--- config.mk ---
export PLATFORM = sky130hd
export DESIGN_NAME = ripple_count_sampler
export DESIGN_NICKNAME = d
export VERILOG_FILES = /design/src/rtl/ripple_count_sampler.sv
export SDC_FILE = /design/constraint.sdc
export NUM_CORES = 1
export LEC_CHECK = 0
export ABC_AREA = 1
export CAP_MARGIN = 20
export CORE_MARGIN = 5
export CORE_UTILIZATION = 57
export CTS_BUF_LIST = sky130_fd_sc_hd__clkbuf_8
export DETAILED_ROUTE_END_ITERATION = 7
export PLACE_DENSITY = 0.93
export SLEW_MARGIN = 40
export SYNTH_ARGS = -nofsm -noshare
export SYNTH_HDL_FRONTEND = slang
export SYNTH_SLANG_ARGS = --single-unit
--- constraint.sdc ---
create_clock -name Clk -period 2.11 [get_ports Clk]
set_input_delay 0.422 -clock Clk [delete_from_list [all_inputs] [get_ports Clk]]
set_output_delay 0.422 -clock Clk [all_outputs]
set_load 0.1 [all_outputs]
--- src/rtl/ripple_count_sampler.sv ---
// Samples an asynchronous ripple down-counter bus, debounces ripple transients and tracks underflows.
// Optional skip-error detection is compiled in when SAMPLER_SKIP_CHECK_EN is defined.
module ripple_count_sampler #(
    parameter int WIDTH         = 4,
    parameter int STABLE_CYCLES = 2
) (
    input  logic             Clk,
    input  logic             Clr,
    input  logic [WIDTH-1:0] CountIn,
    input  logic             ClrCnt,
    output logic [WIDTH-1:0] CountOut,
    output logic             CountValid,
    output logic             UnderflowPulse,
    output logic [7:0]       UnderflowTotal,
    output logic             SkipErr
);

    typedef enum logic [1:0] {INIT, STABLE, SETTLE} state_t;

    localparam logic [3:0] STABLE_TGT = 4'(STABLE_CYCLES);

    state_t           state_q, state_d;
    logic [WIDTH-1:0] sync1_q, sync2_q;
    logic [WIDTH-1:0] cand_q, cand_d;
    logic [3:0]       stab_q, stab_d;
    logic [WIDTH-1:0] count_q, count_d;
    logic             valid_q, valid_d;
    logic             uf_pulse_q, uf_pulse_d;
    logic [7:0]       uf_total_q, uf_total_d;
`ifdef SAMPLER_SKIP_CHECK_EN
    logic             skip_q, skip_d;
`endif

    logic             trk_match;
    logic [WIDTH-1:0] trk_cand;
    logic [3:0]       trk_stab;
    logic             trk_accept;
    logic             do_eval;
    logic [WIDTH-1:0] prev_val;
    logic [7:0]       uf_base;

    // Candidate tracker shared by INIT and SETTLE: a mismatch restarts the run at 1.
    always_comb begin
        trk_match  = (sync2_q == cand_q);
        trk_cand   = sync2_q;
        trk_stab   = trk_match ? (stab_q + 4'd1) : 4'd1;
        trk_accept = (trk_stab == STABLE_TGT);
    end

    always_comb begin
        state_d    = state_q;
        cand_d     = cand_q;
        stab_d     = stab_q;
        count_d    = count_q;
        valid_d    = valid_q;
        uf_pulse_d = 1'b0;
        uf_base    = ClrCnt ? 8'd0 : uf_total_q;
        uf_total_d = uf_base;
`ifdef SAMPLER_SKIP_CHECK_EN
        skip_d     = ClrCnt ? 1'b0 : skip_q;
`endif
        do_eval    = 1'b0;
        prev_val   = count_q - 1'b1;

        unique case (state_q)
            INIT: begin
                cand_d = trk_cand;
                stab_d = trk_stab;
                if (trk_accept) begin
                    // First acceptance has no history, so it is never judged as a step.
                    count_d = trk_cand;
                    valid_d = 1'b1;
                    state_d = STABLE;
                end
            end
            STABLE: begin
                if (sync2_q != count_q) begin
                    cand_d = sync2_q;
                    stab_d = 4'd1;
                    if (STABLE_TGT == 4'd1) do_eval = 1'b1;
                    else                    state_d = SETTLE;
                end
            end
            SETTLE: begin
                cand_d = trk_cand;
                stab_d = trk_stab;
                if (trk_accept) begin
                    do_eval = 1'b1;
                    state_d = STABLE;
                end
            end
            default: state_d = INIT;
        endcase

        // Set wins over a same-cycle ClrCnt because the clear is already folded into the bases.
        if (do_eval) begin
            count_d = sync2_q;
            if (sync2_q == prev_val) begin
                if (count_q == '0) begin
                    uf_pulse_d = 1'b1;
                    uf_total_d = (uf_base == 8'hFF) ? 8'hFF : uf_base + 8'd1;
                end
            end
`ifdef SAMPLER_SKIP_CHECK_EN
            else if (sync2_q != count_q) begin
                skip_d = 1'b1;
            end
`endif
        end
    end

    // NOTE: every flop uses non-blocking assignment so all registers update from pre-edge values.
    always_ff @(posedge Clk or posedge Clr) begin
        if (Clr) begin
            state_q    <= INIT;
            sync1_q    <= '0;
            sync2_q    <= '0;
            cand_q     <= '0;
            stab_q     <= '0;
            count_q    <= '0;
            valid_q    <= 1'b0;
            uf_pulse_q <= 1'b0;
            uf_total_q <= '0;
        end else begin
            state_q    <= state_d;
            sync1_q    <= CountIn;
            sync2_q    <= sync1_q;
            cand_q     <= cand_d;
            stab_q     <= stab_d;
            count_q    <= count_d;
            valid_q    <= valid_d;
            uf_pulse_q <= uf_pulse_d;
            uf_total_q <= uf_total_d;
        end
    end

`ifdef SAMPLER_SKIP_CHECK_EN
    always_ff @(posedge Clk or posedge Clr) begin
        if (Clr) skip_q <= 1'b0;
        else     skip_q <= skip_d;
    end
    assign SkipErr = skip_q;
`else
    assign SkipErr = 1'b0;
`endif

    assign CountOut       = count_q;
    assign CountValid     = valid_q;
    assign UnderflowPulse = uf_pulse_q;
    assign UnderflowTotal = uf_total_q;

endmodule
==> reports/qor.csv, run 1 <==
stage;metric;value;unit
power_and_ir_drop;P_leak;0.00114;µW
die;number of cell rows;20;
clock_tree;root buffer cell;clkbuf_8;
yosys;cell taking the most area after synthesis;dfrtp_1;
die;total die area;4480;µm²
cells_and_area;Antenna Cells;0;
die;core region area;3080;µm²
clock_tree;H-tree depth;2;
yosys;simple-gate portion of the synthesized area;37.9;%
detailed_routing;Routed WL;3.80;mm
detailed_routing;via count;1562;
yosys;Post-Synth XOR/XNOR Area;5.21;%
cells_and_area;fin nets;269;
global_routing;initial antenna violation count;0;
die;I/O Pins;22;
clock_tree;Post-CTS Hold Buffers;0;
place;gpl congestion;0.899;
yosys;Synthesis Warnings;0;
clock_tree;CTS tree;built;
yosys;post-synthesis mux area share;0;%
place;dpl hpwl;2.76;mm
critical_path;crit-path cells;clkdlybuf4s50_1 > inv_2 > nand3_2 > nor2_4 > nand3_1 > nand2_1 > nand2_1 > nand2_1 > nand2_1 > nand2_1 > o21ai_0;
yosys;top-area cell type share of the netlist area;43.3;%
clock_tree;post_cts resized;0;
yosys;Mapped Area;1850;µm²
clock_tree;CTS max path bufs;2;
critical_path;Crit. End Element;flip-flop;
die;width of the die;67.0;µm
worst_hold_path;worst min-delay path category;flip-flop to flip-flop;
yosys;Seq/Total Area, Yosys;43.3;%
sta;RSZ-0062 raised after global routing;false;
global_routing;gr usage total;19.4;%
clock_tree;Worst-Skew Late Latency;0.28;ns
critical_path;Crit Path Category;input port to flip-flop;
power_and_ir_drop;Power Density;1070;nW/µm²
clock_tree;CTS sink cnt;32;
sta;Max Clock Skew;0.00728;ns
global_routing;first-pass GRT wire length;6.44;mm
detailed_routing;Residual DRC;0;
clock_tree;setup bufs post-CTS;0;
sta;fin crit period;1.77;ns
yosys;Area contributors post-synth;dfrtp_1, nand2_1, inv_1, nand3_1, nor2_1;
yosys;main combinational cell family by area after synthesis;simple AND/OR/NAND/NOR gates;
sta;Setup violations, final;0;
cells_and_area;fill cell count;253;
yosys;Synth Area in Compound Gates;4.06;%
critical_path;crit path max fanout;9;
yosys;number of synthesized register bits;32;
global_routing;grt total ovfl;0;
cells_and_area;Area growth syn-to-layout;16.0;%
critical_path;Worst Path Buf+Inv;2;
critical_path;Crit-path slowest cell;clkdlybuf4s50_1;
critical_path;CP max stage delay;0.54;ns
cells_and_area;post-route insts no fill;304;
cells_and_area;share of cells above drive strength 1;18.8;%
critical_path;most used cell along the critical path;nand2_1;
clock_tree;Worst-path clk slew;0.07;ns
critical_path;CP startpoint kind;input port;
place;# port buffers;20;
yosys;syn_area_per_cell;7.90;µm²
die;Initial Util;60.1;%
detailed_routing;Initial DRC Count;165;
yosys;Syn Nets;244;
sta;fmax;564;MHz
detailed_routing;DR vias/cell;5.14;
critical_path;Arrival @ worst endpoint;1.94;ns
power_and_ir_drop;Peak VDD IR;0.000699;V
die;die span in y;67.0;µm
critical_path;CP delay by family, top;simple AND/OR/NAND/NOR gates;
detailed_routing;DRT Pass-1 Iters;4;
global_routing;pin count of the biggest net entering global routing;33;
run;max cap viols;0;
sta;Hold Vio Cnt, Final;0;
detailed_routing;drt wl/cell;12.5;µm
clock_tree;Num CTS Buffers;5;
yosys;Synth Area in Adders;2.03;%
yosys;Gate Count Post-Synth;234;
global_routing;number of global-route vias before repair;1484;
critical_path;CP required;2.28;ns
place;placed cells;296;
sta;Pins Over Slew Limit;0;
sta;setup TNS;0;ns
sta;period utilization;84.1;%
detailed_routing;remaining antenna violation count;0;
yosys;Yosys cell types;31;
run_status;outcome;finished clean;
power by group:
group          switching [µW]  internal (µW)
logic                     762            263
clock network             225            260
registers                85.9            697
state kept, by name, summed over array words and instances, names as in the netlist:
signal,count
sync1_q,4
CountOut,4
UnderflowPulse,1
UnderflowTotal,8
CountValid,1
sync2_q,4
cand_q,4
state_q,2
stab_q,4
layer usage:
layer  vias up  global-route usage (%)  routed length (µm)
met5         -                       0                   0
met4         0                    6.84                  47
met3         6                    5.23                 205
met2        37                    33.0                1880
met1       746                    23.3                1670
li1        773                       -                   -
cell type report:
cell class | instances | area, µm² | share of cell area (%)
Clock buffer | 6 | 82.6 | 3.85
Clock inverter | 2 | 10.0 | 0.467
Inverter | 26 | 100 | 4.67
Multi-Input combinational cell | 172 | 913 | 42.6
Sequential cell | 32 | 803 | 37.5
Tap cell | 44 | 55.1 | 2.57
Timing Repair Buffer | 22 | 180 | 8.40
worst reg2reg max path, delay by kind of cell, from the launching register on:
kind / cells / cell delay (ns)
AND/OR/NAND/NOR: 6 / 0.72
flip-flops: 1 / 0.42
adder cells (fa/ha/maj): 1 / 0.23
XOR/XNOR: 1 / 0.19
buffers and inverters: 1 / 0.07
logic make-up after synthesis:
group | after synthesis
AOI/OAI and AO/OA | 13
xor gates and xnor gates | 11
buffers and inverters | 30
and+or+nand+nor | 144
DFF | 32
other | 1
adders and majority gates | 3
cells in the mapped netlist (all sizes together):
| library cell | number |
|---|---|
| nand2 | 93 |
| dfrtp | 32 |
| inv | 26 |
| nor2 | 25 |
| nand3 | 19 |
| o21ai | 7 |
| xor2 | 7 |
| buf | 4 |
| xnor2 | 4 |
| a21oi | 3 |
| ha | 3 |
| nand4 | 3 |
| nand3b | 2 |
| a31oi | 1 |
| and2b | 1 |
| conb | 1 |
| nor3 | 1 |
| o21bai | 1 |
| o31ai | 1 |
worst paths after layout:
path,from,end,slack [ns],cells past startpoint
worst min-delay path,sync1_q[3]$_DFF_PP0_,sync2_q[3]$_DFF_PP0_,0.35,0
min in group asynchronous,Clr,stab_q[3]$_DFFE_PP0P_,0.52,3
max in group asynchronous,Clr,CountOut[0]$_DFFE_PP0P_,1.27,3
worst min register to register,sync1_q[3]$_DFF_PP0_,sync2_q[3]$_DFF_PP0_,0.35,0
worst max register to register,stab_q[0]$_DFFE_PP0P_,UnderflowTotal[0]$_DFF_PP0_,0.37,9
worst max-delay path,ClrCnt,UnderflowTotal[4]$_DFF_PP0_,0.34,11
per-stage QoR:
stage	area (µm²)	power, µW	util [%]	hold slack [ns]	worst slack (ns)
floorplan	1850	1610	-	0.331	0.155
global placement	2050	1770	66.7	0.333	0.128
detailed placement	2050	1800	66.7	0.336	0.0631
CTS	2140	2300	69.7	0.351	0.355
global route	2140	2410	69.7	0.369	0.179
finish	2140	2290	69.7	0.348	0.336
cells in the final DEF, fill, tap and decap left out, types with 2 or more instances in the layout:
cell type        count
a21oi_1              3
nor2_4               3
ha_1                 3
clkbuf_8             6
dfrtp_1             30
nand4_1              3
nand2_1             89
xor2_1               7
nand3_1             14
buf_4               16
dfrtp_2              2
nor2_2               3
clkdlybuf4s50_1      6
nor2_1              17
clkinv_2             2
inv_2                2
xnor2_1              4
nand2_2              3
nand3_2              5
inv_1               23
nor2_8               2
o21ai_0              6
No activity file was read; power rests on OpenSTA's default activity.
==> inputs of run 2 (changes only) <==
--- a/config.mk
+++ b/config.mk
@@ -8,10 +8,10 @@
 export ABC_AREA = 1
 export CAP_MARGIN = 20
 export CORE_MARGIN = 5
-export CORE_UTILIZATION = 57
+export CORE_UTILIZATION = 52
 export CTS_BUF_LIST = sky130_fd_sc_hd__clkbuf_8
 export DETAILED_ROUTE_END_ITERATION = 7
-export PLACE_DENSITY = 0.93
+export PLACE_DENSITY = 0.9
 export SLEW_MARGIN = 40
 export SYNTH_ARGS = -nofsm -noshare
 export SYNTH_HDL_FRONTEND = slang
==> constraint.sdc (replaced) <==
create_clock -name Clk -period 1.5 [get_ports Clk]
set_input_delay 0.3 -clock Clk [delete_from_list [all_inputs] [get_ports Clk]]
set_output_delay 0.3 -clock Clk [all_outputs]
set_load 0.1 [all_outputs]
==> reports/qor.csv, run 2 (synthesis gave the netlist of run 1 again) <==
stage;metric;value;unit
run_status;outcome;finished with violations;
run_status;failing checks;negative setup slack;
cells_and_area;most frequent cells in the layout;nand2_1, buf_4, inv_1, nand2_2, dfrtp_1;
place;# port buffers;20;
detailed_routing;DRT Pass-1 Iters;5;
clock_tree;CTS tree;built;
critical_path;Arrival @ worst endpoint;1.95;ns
sta;fmax;576;MHz
clock_tree;H-tree depth;2;
clock_tree;CTS sink cnt;32;
sta;period utilization;116;%
run;max cap viols;0;
sta;Setup violations, final;25;
critical_path;FF-to-FF setup slack;-0.24;ns
clock_tree;Worst-path clk slew;0.07;ns
place;gpl congestion;0.915;
detailed_routing;Initial DRC Count;144;
critical_path;worst r2r src;CountOut[0]$_DFFE_PP0P_;
die;total die area;4850;µm²
die;I/O Pins;22;
critical_path;CP startpoint kind;flip-flop;
die;die span in y;69.6;µm
sta;Hold Vio Cnt, Final;0;
clock_tree;root buffer cell;clkbuf_8;
global_routing;number of global-route vias before repair;1812;
cells_and_area;design area;2820;µm²
place;dpl hpwl;3.21;mm
die;number of cell rows;21;
critical_path;Setup crit start;CountOut[0]$_DFFE_PP0P_;
critical_path;Crit. End Element;flip-flop;
power_and_ir_drop;Peak VDD IR;0.00108;V
cells_and_area;fin nets;304;
detailed_routing;remaining antenna violation count;0;
cells_and_area;Area growth syn-to-layout;52.7;%
critical_path;crit path max fanout;8;
detailed_routing;Residual DRC;0;
detailed_routing;via count;1835;
die;width of the die;69.6;µm
critical_path;Crit Path Category;flip-flop to flip-flop;
global_routing;grt total ovfl;0;
cells_and_area;most common cell after layout, fill and taps aside;nand2_1;
cells_and_area;share of cells above drive strength 1;43.7;%
sta;setup TNS;-4.47;ns
sta;fin crit period;1.74;ns
die;core region area;3390;µm²
clock_tree;Num CTS Buffers;5;
sta;Max Clock Skew;0.00654;ns
global_routing;pin count of the biggest net entering global routing;33;
critical_path;CP required;1.71;ns
cells_and_area;Util after Layout;83.3;%
global_routing;first-pass GRT wire length;8.22;mm
die;Initial Util;54.6;%
sta;Pins Over Slew Limit;0;
critical_path;Reg2Reg Depth;8;
clock_tree;CTS max path bufs;2;
detailed_routing;Routed WL;5.50;mm
sta;worst setup margin;-0.237;ns
power_and_ir_drop;P_leak;0.00138;µW
sta;RSZ-0062 raised after global routing;true;
power_and_ir_drop;Power Density;1460;nW/µm²
cells_and_area;fill cell count;165;
detailed_routing;drt wl/cell;16.1;µm
clock_tree;Worst-Skew Late Latency;0.29;ns
detailed_routing;DR vias/cell;5.38;
global_routing;gr usage total;21.3;%
cells_and_area;max FFs per register;8;
power_and_ir_drop;Power, Total;4120;µW
critical_path;Critical R2R Capture;stab_q[2]$_DFFE_PP0P_;
global_routing;initial antenna violation count;0;
cells_and_area;Antenna Cells;0;
cells_and_area;storage element area;823;µm²
clock_tree;Post-CTS Hold Buffers;0;
place;dpl cell area;2460;µm²
cells_and_area;area occupied by multi-input gates;1110;µm²
worst_hold_path;worst min-delay path category;input port to asynchronous set/reset pin;
## run 2: cell type report
class | instances | area share (%)
flip-flops and latches | 32 | 29.2
clock buffers | 6 | 2.92
multi-input cells | 174 | 39.2
inverters | 26 | 3.72
clock inverters | 2 | 0.354
well taps | 46 | 2.04
repair buffers | 55 | 22.6
## run 2: metal layers
layer	track usage, %	share of wire (%)	wire [µm]	vias up
met5	0	0	0	-
met4	11.3	3.5	194	0
met3	5.51	7.1	392	21
met2	35.9	52	2870	97
met1	24.7	37	2040	868
li1	-	-	-	849
## run 2: timing repair
action | 4_1_cts | 5_1_grt
resized for setup | 21 | 27
gates cloned | 1 | 1
setup endpoints to repair | 17 | 25
pin swaps | 19 | 12
setup buffers | 8 | 3
## run 2: worst max path at each step
| stage | end | depth (start not counted) |
|---|---|---|
| after floorplan | UnderflowTotal[4]$_DFF_PP0_ | 10 |
| after global placement | UnderflowTotal[5]$_DFF_PP0_ | 11 |
| after detailed placement | UnderflowTotal[4]$_DFF_PP0_ | 11 |
| after CTS | UnderflowTotal[3]$_DFF_PP0_ | 10 |
| after global routing | stab_q[2]$_DFFE_PP0P_ | 8 |
| final | stab_q[2]$_DFFE_PP0P_ | 8 |
## run 2: report_power, final
| group | switching (µW) | internal (µW) |
|---|---|---|
| logic | 1330 | 934 |
| clock network | 326 | 365 |
| registers | 159 | 1000 |
## run 2: critical path, stage by stage (launching register included)
cell     delay, ns
dfrtp_4       0.49
buf_4         0.14
buf_6         0.12
xnor2_4       0.18
nand3_1       0.21
nand3_2       0.18
buf_6         0.15
nand3_1       0.08
o21ai_1       0.10
## run 2: through the flow
stage          setup slack [ns]  cells  hold WS [ns]
6_report                 -0.237    341         0.346
5_1_grt                  -0.334    341         0.358
4_1_cts                  -0.154    337         0.350
3_5_place_dp             -0.355    320         0.336
3_3_place_gp             -0.267    320         0.331
2_1_floorplan            -0.203    234         0.331
==> inputs of run 3 (changes only) <==
--- a/config.mk
+++ b/config.mk
@@ -8,10 +8,10 @@
 export ABC_AREA = 1
 export CAP_MARGIN = 20
 export CORE_MARGIN = 5
-export CORE_UTILIZATION = 52
+export CORE_UTILIZATION = 57
 export CTS_BUF_LIST = sky130_fd_sc_hd__clkbuf_8
 export DETAILED_ROUTE_END_ITERATION = 7
-export PLACE_DENSITY = 0.9
+export PLACE_DENSITY = 0.93
 export SLEW_MARGIN = 40
 export SYNTH_ARGS = -nofsm -noshare
 export SYNTH_HDL_FRONTEND = slang
==> constraint.sdc (replaced) <==
create_clock -name Clk -period 1.6 [get_ports Clk]
set_input_delay 0.32 -clock Clk [delete_from_list [all_inputs] [get_ports Clk]]
set_output_delay 0.32 -clock Clk [all_outputs]
set_load 0.1 [all_outputs]
==> reports/qor.csv, run 3 (synthesis gave the netlist of run 1 again) <==
stage;metric;value;unit
run_status;outcome;finished with violations;
run_status;failing checks;negative setup slack;
critical_path;Crit. End Element;flip-flop;
critical_path;Crit-path slowest cell;dfrtp_4;
detailed_routing;Residual DRC;0;
sta;Max Clock Skew;0.0149;ns
global_routing;initial antenna violation count;0;
critical_path;CP delay by family, top;simple AND/OR/NAND/NOR gates;
sta;RSZ-0062 raised after global routing;true;
die;total die area;4480;µm²
critical_path;CP max stage delay;0.50;ns
detailed_routing;drt wl/cell;21.9;µm
global_routing;grt total ovfl;0;
clock_tree;CTS max path bufs;2;
clock_tree;Num CTS Buffers;5;
detailed_routing;via count;2069;
sta;Setup violations, final;23;
critical_path;crit-path cells;inv_4 > ha_4 > nand2_4 > nor2_4 > nand3_2 > nand2_2 > nand2_2 > nand2_1 > nand2_2 > nand2_1 > nand2_1 > nand2_1;
cells_and_area;Area growth syn-to-layout;51.4;%
clock_tree;Post-CTS Hold Buffers;0;
clock_tree;H-tree depth;2;
place;dpl cell area;2400;µm²
power_and_ir_drop;Power, Total;4220;µW
cells_and_area;share of cells above drive strength 1;40.8;%
detailed_routing;remaining antenna violation count;0;
critical_path;CP required;1.83;ns
cells_and_area;design area;2800;µm²
die;number of cell rows;20;
place;gpl congestion;0.911;
clock_tree;CTS sink cnt;32;
power_and_ir_drop;P_leak;0.00139;µW
detailed_routing;DR vias/cell;6.16;
die;Initial Util;60.1;%
global_routing;number of global-route vias before repair;1907;
place;# port buffers;20;
sta;hold slack;0.349;ns
run;max cap viols;0;
sta;Pins Over Slew Limit;0;
cells_and_area;fin nets;301;
clock_tree;root buffer cell;clkbuf_8;
worst_hold_path;worst min-delay path category;flip-flop to flip-flop;
cells_and_area;most frequent cells in the layout;nand2_1, buf_4, inv_1;
critical_path;CP startpoint kind;flip-flop;
cells_and_area;max FFs per register;8;
critical_path;Arrival @ worst endpoint;2.04;ns
place;dpl hpwl;3.16;mm
global_routing;first-pass GRT wire length;9.49;mm
critical_path;crit path max fanout;5;
global_routing;gr usage total;29.8;%
power_and_ir_drop;Peak VDD IR;0.00111;V
die;width of the die;67.0;µm
die;core region area;3080;µm²
sta;setup TNS;-2.98;ns
cells_and_area;most common cell after layout, fill and taps aside;nand2_1;
critical_path;most used cell along the critical path;nand2_1;
critical_path;Worst Path Buf+Inv;1;
global_routing;pin count of the biggest net entering global routing;33;
die;die span in y;67.0;µm
sta;period utilization;113;%
sta;fmax;554;MHz
detailed_routing;Initial DRC Count;327;
clock_tree;Worst-path clk slew;0.08;ns
place;Post-Place Setup Slack;-0.279;ns
die;I/O Pins;22;
clock_tree;CTS tree;built;
cells_and_area;Antenna Cells;0;
sta;Hold Vio Cnt, Final;0;
detailed_routing;Routed WL;7.34;mm
sta;fin crit period;1.81;ns
sta;worst setup margin;-0.206;ns
clock_tree;Worst-Skew Late Latency;0.31;ns
power_and_ir_drop;Power Density;1510;nW/µm²
detailed_routing;DRT Pass-1 Iters;6;
critical_path;Crit Path Category;flip-flop to flip-flop;
-- run 3: power by group --
group / switching (µW) / internal (µW) / total (µW) / leakage [µW]
Combinational: 1400 / 912 / 2310 / 0.000947
Sequential: 174 / 940 / 1110 / 0.000384
Clock: 338 / 455 / 793 / 0.0000593
-- run 3: final cells by class --
cell class	instances	area (µm²)
clock inverters	3	38.8
repair buffers	51	607
multi-input cells	175	1100
clock buffers	5	68.8
inverters	26	105
fillers	109	279
flip-flops and latches	32	823
well taps	44	55.1
-- run 3: metrics by stage --
step                cells  util (%)
floorplan             234         -
global placement      312      77.9
detailed placement    312      77.9
CTS                   330      85.8
global route          336      90.9
finish                336      90.9
-- run 3: per-layer routing --
layer	track usage (%)	wire, µm
met4	20.0	654
met3	7.93	815
met1	35.2	2610
met5	0	0
met2	47.0	3270
-- run 3: path summary, 6_finish.rpt --
kind,from,endpoint,slack [ns],depth (start not counted)
max,CountOut[1]$_DFFE_PP0P_,UnderflowTotal[5]$_DFF_PP0_,-0.21,12
max reg2reg,CountOut[1]$_DFFE_PP0P_,UnderflowTotal[5]$_DFF_PP0_,-0.21,12
max in group asynchronous,Clr,UnderflowTotal[1]$_DFF_PP0_,0.88,3
min reg2reg,sync1_q[1]$_DFF_PP0_,sync2_q[1]$_DFF_PP0_,0.35,0
min,sync1_q[1]$_DFF_PP0_,sync2_q[1]$_DFF_PP0_,0.35,0
min in group asynchronous,Clr,cand_q[3]$_DFFE_PP0P_,0.40,3
-- run 3: timing repair --
item,4_1_cts,5_1_grt
setup endpoints to repair,18,20
gates resized for setup,10,33
buffers inserted,9,4
pin swaps,15,16
cloned,1,2
